<file path="src/rtl/sb_pkg.sv">
// sb_pkg: shared store-buffer constants and entry record.
package sb_pkg;
  localparam int SB_DEPTH = 4;
  localparam int SB_PTR_W = $clog2(SB_DEPTH);
  typedef struct packed {
    logic [29:0] addr;
    logic [31:0] data;
    logic [31:0] pc;
  } sb_entry_t;
endpackage

</file>
<file path="src/rtl/store_buffer_match.sv">
// store_buffer_match: youngest-entry word-address match for load forwarding.
module store_buffer_match
  import sb_pkg::*;
#(
  parameter int DEPTH = SB_DEPTH
) (
  input  sb_entry_t                  ents [DEPTH],
  input  logic [DEPTH-1:0]           valid,
  input  logic [$clog2(DEPTH)-1:0]   head,
  input  logic [$clog2(DEPTH):0]     count,
  input  logic [29:0]                ld_word,
  output logic                       hit,
  output logic [31:0]                data
);
  localparam int PW = $clog2(DEPTH);
  // Walk oldest to youngest so the last match wins.
  always_comb begin
    hit = 1'b0;
    data = '0;
    for (int i = 0; i < DEPTH; i++) begin
      if ((PW+1)'(i) < count && valid[head + PW'(i)] && ents[head + PW'(i)].addr == ld_word) begin
        hit = 1'b1;
        data = ents[head + PW'(i)].data;
      end
    end
  end
endmodule

</file>
<file path="src/rtl/store_buffer.sv">
// store_buffer: in-order circular store buffer draining straight to data memory,
// with youngest-match load forwarding.
module store_buffer
  import sb_pkg::*;
#(
  parameter int DEPTH = SB_DEPTH
) (
  input  logic                     Clk,
  input  logic                     Rst,
  input  logic                     StReq,
  input  logic [31:0]              StAddr,
  input  logic [31:0]              StData,
  input  logic [31:0]              StPC,
  output logic                     StStall,
  input  logic                     LdReq,
  input  logic [31:0]              LdAddr,
  output logic                     LdHit,
  output logic [31:0]              LdData,
  input  logic                     DrainEn,
  output logic                     MemWrite,
  output logic [31:0]              Addr,
  output logic [31:0]              WriteData,
  output logic [31:0]              PC,
  output logic                     Empty,
  output logic                     Full,
  output logic [$clog2(DEPTH):0]   Count
);
  localparam int PW = $clog2(DEPTH);
  sb_entry_t        ent_q [DEPTH];
  sb_entry_t        ent_d [DEPTH];
  logic [1:0]       lo_q [DEPTH];
  logic [1:0]       lo_d [DEPTH];
  logic [DEPTH-1:0] valid_q, valid_d;
  logic [PW-1:0]    head_q, head_d, tail_q, tail_d;
  logic [PW:0]      count_q, count_d;
  logic             enq, m_hit;
  logic [31:0]      m_data;
  assign Count = count_q;
  assign Empty = count_q == '0;
  assign Full = count_q == (PW+1)'(DEPTH);
  assign StStall = StReq && Full;
  assign enq = StReq && !Full && !Rst;
  assign MemWrite = !Empty && DrainEn && !Rst;
  // Low address bits live beside the record so Addr reproduces the full store address.
  assign Addr = {ent_q[head_q].addr, lo_q[head_q]};
  assign WriteData = ent_q[head_q].data;
  assign PC = ent_q[head_q].pc;
  assign LdHit = LdReq && m_hit;
  assign LdData = LdHit ? m_data : '0;
  store_buffer_match #(.DEPTH(DEPTH)) u_match (
    .ents    (ent_q),
    .valid   (valid_q),
    .head    (head_q),
    .count   (count_q),
    .ld_word (LdAddr[31:2]),
    .hit     (m_hit),
    .data    (m_data)
  );
  always_comb begin
    ent_d = ent_q;
    lo_d = lo_q;
    valid_d = valid_q;
    head_d = head_q;
    tail_d = tail_q;
    if (MemWrite) begin
      valid_d[head_q] = 1'b0;
      head_d = head_q + 1'b1;
    end
    if (enq) begin
      ent_d[tail_q] = '{addr: StAddr[31:2], data: StData, pc: StPC};
      lo_d[tail_q] = StAddr[1:0];
      valid_d[tail_q] = 1'b1;
      tail_d = tail_q + 1'b1;
    end
    count_d = count_q + (PW+1)'(enq) - (PW+1)'(MemWrite);
  end
  always_ff @(posedge Clk) begin
    ent_q <= ent_d;
    lo_q <= lo_d;
    if (Rst) begin
      valid_q <= '0;
      head_q <= '0;
      tail_q <= '0;
      count_q <= '0;
    end else begin
      valid_q <= valid_d;
      head_q <= head_d;
      tail_q <= tail_d;
      count_q <= count_d;
    end
  end
endmodule

</file>
<file path="config.mk">
export PLATFORM = sky130hd
export DESIGN_NAME = store_buffer
export DESIGN_NICKNAME = d
export VERILOG_FILES = /design/src/rtl/sb_pkg.sv /design/src/rtl/store_buffer_match.sv /design/src/rtl/store_buffer.sv
export SDC_FILE = /design/constraint.sdc
export NUM_CORES = 1
export LEC_CHECK = 0
export ABC_CLOCK_PERIOD_IN_PS = 8300
export CORE_MARGIN = 8
export CORE_UTILIZATION = 40
export CTS_BUF_LIST = sky130_fd_sc_hd__clkbuf_16
export DETAILED_ROUTE_END_ITERATION = 6
export GPL_TIMING_DRIVEN = 0
export PLACE_DENSITY = 0.7
export SLEW_MARGIN = 10
export SYNTH_ARGS = -nofsm -noshare
export SYNTH_HDL_FRONTEND = slang
export SYNTH_HIERARCHICAL = 1
export SYNTH_SLANG_ARGS = --single-unit
</file>
<file path="constraint.sdc">
create_clock -name Clk -period 8.3 [get_ports Clk]
set_input_delay 2.49 -clock Clk [delete_from_list [all_inputs] [get_ports Clk]]
set_output_delay 2.49 -clock Clk [all_outputs]
set_load 0.05 [all_outputs]
</file>
==> results_dict.tcl <==
set metrics [dict create \
    finalSetupViolCount 0 \
    synth-edff-count 384 \
    worst_pin_slew_ps 1082 \
    synth_nets 1520 \
    path_clk_slew_ps 60 \
    cp.required_ps 5810 \
    gp_congestion 0.9084 \
    synthAdderAreaFrac_pct 0.6337 \
    insertion_delay_ps 590 \
    cts_tree "built" \
    rows 87 \
    drive_gt1_share_pct 29.16 \
    stdcell_area_um2 28500 \
    syn_inst 1376 \
    final-seq-area_um2 11750 \
    yosys.area.top_type_share_pct 50.35 \
    drc_errors 0 \
    cts.path.max_buffers 3 \
    nFillCells 4674 \
    portBuffers 255 \
    period_share_pct 99.61 \
    dpl_cell_area_um2 26790 \
    drt-initial-drc-count 1687 \
    die_area_um2 65170 \
    min_from "valid_q[1]$_SDFF_PP0_" \
    synth_compound_area_share_pct 7.692 \
    num_io_pins 269 \
    multi_input_area_um2 10460 \
    cp_max_fo 10 \
    ys.flop_type "edfxtp_1" \
    yosys.area_share.simple_pct 3.218 \
    leakage_nw 9.213 \
    synth_xor_area_share_pct 4.665 \
    whs_ps 529.9 \
    finalHoldViolations 0 \
    vias 15720 \
    cts_buffers 46 \
    root_buffer "clkbuf_16" \
    start_util_pct 40.54 \
    coreArea_um2 56500 \
    grt_pass1_wl_mm 105.9 \
    drv_slew 0 \
    synthMuxAreaShare_pct 28.68 \
    critPathLaunchType "input port" \
    gr-usage-all-layers_pct 21.68 \
    ant_nets 0 \
    async_reset_ff_share_pct 0 \
    grt_overflow 0 \
    maxSlewHeadroom_pct 27.87 \
    clock.fmax_mhz 121.0 \
    drtPass1Iterations 7 \
    nets 1850 \
    status "completed" \
    synth.most_common_cell "edfxtp_1" \
    netlist_area_um2 22900 \
    synth_area_leader_cell "edfxtp_1" \
    hp-class "reg2reg" \
    avgSynthCellArea_um2 16.64 \
    hpwlAfterDp_mm 50.92 \
    cts.sinks 395 \
    routed_wl_mm 72.29 \
    power_density_nw_per_um2 281.7 \
    vias_per_cell 6.283 \
    synth_seq_area_share_pct 51.31 \
    synth_seq_cells 395 \
    yosys-top-cells-area "edfxtp_1 (50%), mux4_2 (23%), mux2i_1 (4.6%), xnor2_1 (2.9%), a221oi_1 (2.4%)" \
    r2r_start "Count[1]$_SDFF_PP0_" \
    finalCriticalPeriod_ps 8268 \
    pre_cts_ws_ps -1360 \
    skew_ps 39.76 \
    die_h_um 255.3 \
    criticalPathCategory "in2out" \
    wl_per_cell_um 28.89 \
    yosysWarningCount 6 \
    synth_common_cells "edfxtp_1 (384), mux4_2 (237), mux2i_1 (105)" \
    area_growth_pct 24.45 \
    critical_path_arrival_ps 5780 \
    die_w_um 255.3 \
    end_kind "output port" \
    synth_top_family_by_area "multiplexers" \
    vdd_ir_drop_max_mv 0.1712 \
    synth_cell_types 61 \
    cap_violations 0 \
    htreeDepth 2 \
    grt_pass1_vias 16060 \
    grt_max_degree 26 \
    crit_path_start "LdAddr[19]" \
    timing.final.ws_setup_ps 32.17 \
    antenna_found_initial 9 \
]
power by group:
| group | internal, W | switching, W | leakage [nW] | total [W] |
|---|---|---|---|---|
| combinational | 0.00150 | 0.00208 | 4.85 | 0.00358 |
| clock | 0.00123 | 0.000814 | 0.787 | 0.00204 |
| sequential | 0.00232 | 0.0000913 | 3.57 | 0.00241 |
| total | 0.00505 | 0.00298 | 9.21 | 0.00803 |
cells in the final DEF, fill, tap and decap left out, drive strengths merged, types with 17 or more instances in the layout:
cell | netlist | final
a221oi | 64 | 64
and3 | 33 | 33
buf | 79 | 131
clkbuf | 47 | 101
clkdlybuf4s50 | 0 | 214
clkinv | 2 | 17
edfxtp | 384 | 384
inv | 47 | 61
mux2i | 105 | 105
mux4 | 243 | 243
nand4 | 17 | 17
nor2 | 23 | 23
o21ai | 38 | 38
o221a | 31 | 31
o22ai | 32 | 32
xnor2 | 76 | 76
xor2 | 46 | 46
registers in the layout (all words and copies together), names as in the netlist:
signal	flops
ent_q	376
Count	3
tail_q	2
lo_q	8
valid_q	4
head_q	2
per-stage QoR:
stage | utilization (%) | total power [W] | std cells | setup TNS, ps
final | 50.45 | 0.008029 | 2502 | 0
after global routing | 50.45 | 0.008312 | 2501 | -8.897
after CTS | 50.25 | 0.008068 | 2496 | 0
after detailed placement | 47.41 | 0.005996 | 2404 | -42470
after global placement | 46.73 | 0.005979 | 2387 | -1478690
after floorplan | - | 0.004913 | 1376 | 0
final cells by class:
type                       instances  area share, %
antenna                            4        0.03512
timing repair buffer             283          10.15
multi-input combinational        806          36.70
clock buffer                      46          4.038
clock inverter                    38          1.308
buffer                           125          2.577
inverter                          49         0.6453
sequential                       395          41.23
tap                              756          3.319
metal layers:
metal | track usage (%) | wire, um
met1 | 28.46 | 27770
met2 | 33.97 | 34120
met3 | 5.898 | 7534
met4 | 8.856 | 2802
met5 | 0 | 63
worst max-delay path, cell delays in order:
cell,delay [ps]
clkdlybuf4s50_1,650
xnor2_1,180
nand4_1,200
nor2_2,250
nor4b_4,310
and3_1,190
buf_2,230
clkbuf_4,290
a221oi_1,110
o221a_1,270
o22ai_2,120
and3_1,190
buf_2,270
logic make-up after synthesis:
| group | Yosys count |
|---|---|
| AO/OA/AOI/OAI | 198 |
| XOR/XNOR | 122 |
| adder cells (fa/ha/maj) | 11 |
| buffers and inverters | 175 |
| flip-flops | 395 |
| multiplexers | 350 |
| AND/OR/NAND/NOR | 125 |
path summary, 6_finish.rpt:
kind,cells after the start,slack (ps),endpoint
worst max-delay path,13,30,LdData[16]
worst min-delay path,2,530,valid_q[1]$_SDFF_PP0_
worst max register to register,7,5230,ent_q[94]$_DFFE_PP_
worst min register to register,2,530,valid_q[1]$_SDFF_PP0_
what timing repair did:
action / 4_1_cts / 5_1_grt
endpoints found under the setup margin: 33 / 33
pin swaps: 7 / 11
setup buffers: 8 / 3
hold buffers: 0 / 0
resized for setup: 208 / 39
(Power assumes the default switching activity.)
==> edit, RTL diff (same flow settings) <==
Set the package constant `SB_DEPTH` to 2 (it was 4).
--- a/src/rtl/sb_pkg.sv
+++ b/src/rtl/sb_pkg.sv
@@ -2,3 +2,3 @@
 package sb_pkg;
-  localparam int SB_DEPTH = 4;
+  localparam int SB_DEPTH = 2;
   localparam int SB_PTR_W = $clog2(SB_DEPTH);
Interface: changed (resized Count); port bits go from 269 to 268. No check against the original RTL was run, so the function may have changed too.
==> edit against the original RTL <==
Sequential cell count shrank 197; cell count fell by 43%; utilization grew 4.3 points; die area down 52%; final area shrank 50%; combinational power decreased by 73%; fmax is 1.8% higher; wire length decreased by 58%; first-iteration DRC count decreased by 63%; synthesized area down 54%; worst setup slack gained 150 ps; worst hold slack improved by 18 ps; total power shrank 63%; highest routed layer unchanged.
==> edit: results (changes against the original RTL) <==
| Metric | Value |
|---|---|
| M1 WL | 12.6 mm (-55%) |
| WL/cell | 21.4 µm (-26%) |
| WL met2 | 14.7 mm (-57%) |
| Iteration-0 DRC count of the detailed router | 618 (-63%) |
| Worst Reg-to-Reg Cells | 6 (-1) |
| Cts bufs inserted | 17 (-63%) |
| Critical Path End | LdData[0] |
| Cell count after placement | 1,391 (-42%) |
| Port Buf Inserts | 265 (+3.9%) |
| Syn nets | 921 (-39%) |
| FF-to-FF setup slack | 6090 ps (+860 ps) |
| Post-synthesis cell type count | 37 (-39%) |
| Crit path launch | LdAddr[27] |
| Post-Syn Instances | 786 (-43%) |
| Layout cells sized above 1 | 19.7% (-9.4 points) |
| Status | complete, no violations |
| Leak | 4.93 nW (-46%) |
| DR vias/cell | 5.28 (-16%) |
| Final net count | 1,212 (-34%) |
| Drt first pass iters | 5 (-2) |
| Register area share after synthesis | 56.3% (+5.0 points) |
| Clock skew | 15.1 ps (-24.7 ps) |
| Worst reg2reg startpoint | Count[0] |
| Vias in the first global route | 8,049 (-50%) |
| Pre-CTS setup slack | -547 ps (+813 ps) |
| Number of buffers on the longest clock path | 2 (-1) |
| Rel. slew slack | 53.6% (+26 points) |
| Setup WS post-layout | 181 ps (+149 ps) |
| Routed wl met3 | 2.71 mm (-64%) |
| Synth top area cells | edfxtp_1 55%, mux2_2 9.4%, mux2i_1 5.8% |
| Total number of H-tree levels | 4 (+2) |
| Die X | 178 µm (-30%) |
| Post-synth EDFFs | 192 (-50%) |
| Max VDD drop | 0.122 mV (-29%) |
| Global Route met3 Usage | 6.57% (+0.68 points) |
| Final wirelength | 30.5 mm (-58%) |
-- edit: layout make-up --
cell class              count  area (µm²)
plain buffers              59         332
flip-flops and latches    198        5890
clock inverters            15         123
fillers                  2233       11700
diodes                      2        5.00
clock buffers              17         425
well taps                 335         419
repair buffers            272        2710
inverters                   4        15.0
multi-input cells         525        4250
-- edit: worst min path at each step --
stage	depth (start not counted)	slack (ps)	to
6_report	2	550	valid_q[0]
5_1_grt	2	560	valid_q[0]
4_1_cts	2	540	valid_q[0]
3_5_place_dp	2	530	valid_q[0]
3_3_place_gp	1	510	valid_q[0]
2_1_floorplan	1	480	valid_q[0]
-- edit: worst max-delay path, cell delays in order --
cell             delay (ps)
clkdlybuf4s50_1         540
xnor2_1                 120
nor4_1                  550
and4_1                  290
buf_2                   200
nand2_2                 130
buf_2                   210
nand2_1                 250
and3_1                  280
dlygate4sd2_1           560
-- edit: cells by family after synthesis --
kind of cell / after synthesis / share of synthesized area, %
and+or+nand+nor: 200 / 10.5
DFF: 198 / 56.3
muxes: 158 / 16.7
AOI/OAI and AO/OA: 103 / 7.79
buffers and inverters: 63 / 3.29
xor gates and xnor gates: 62 / 5.20
adders and majority gates: 2 / 0.240
-- edit: stage by stage --
stage                     hold WS (ps)  util, %  instance area, µm²
after global placement             508     52.3               13500
final                              548     54.8               14200
after CTS                          543     55.0               14200
after global routing               558     54.8               14200
after floorplan                    483        -               10400
after detailed placement           528     52.8               13700
-- edit: where the power goes --
part / internal, mW / switching, mW / total, mW
sequential: 1.16 / 0.0285 / 1.18
combinational: 0.405 / 0.572 / 0.977
clock: 0.393 / 0.385 / 0.778
-- edit: what timing repair did --
action,in CTS,in global routing
hold buffers,0,0
resized for setup,59,41
endpoints found under the setup margin,33,30
pin swaps,2,0
setup buffers,2,0
endpoints found under the hold margin,0,0
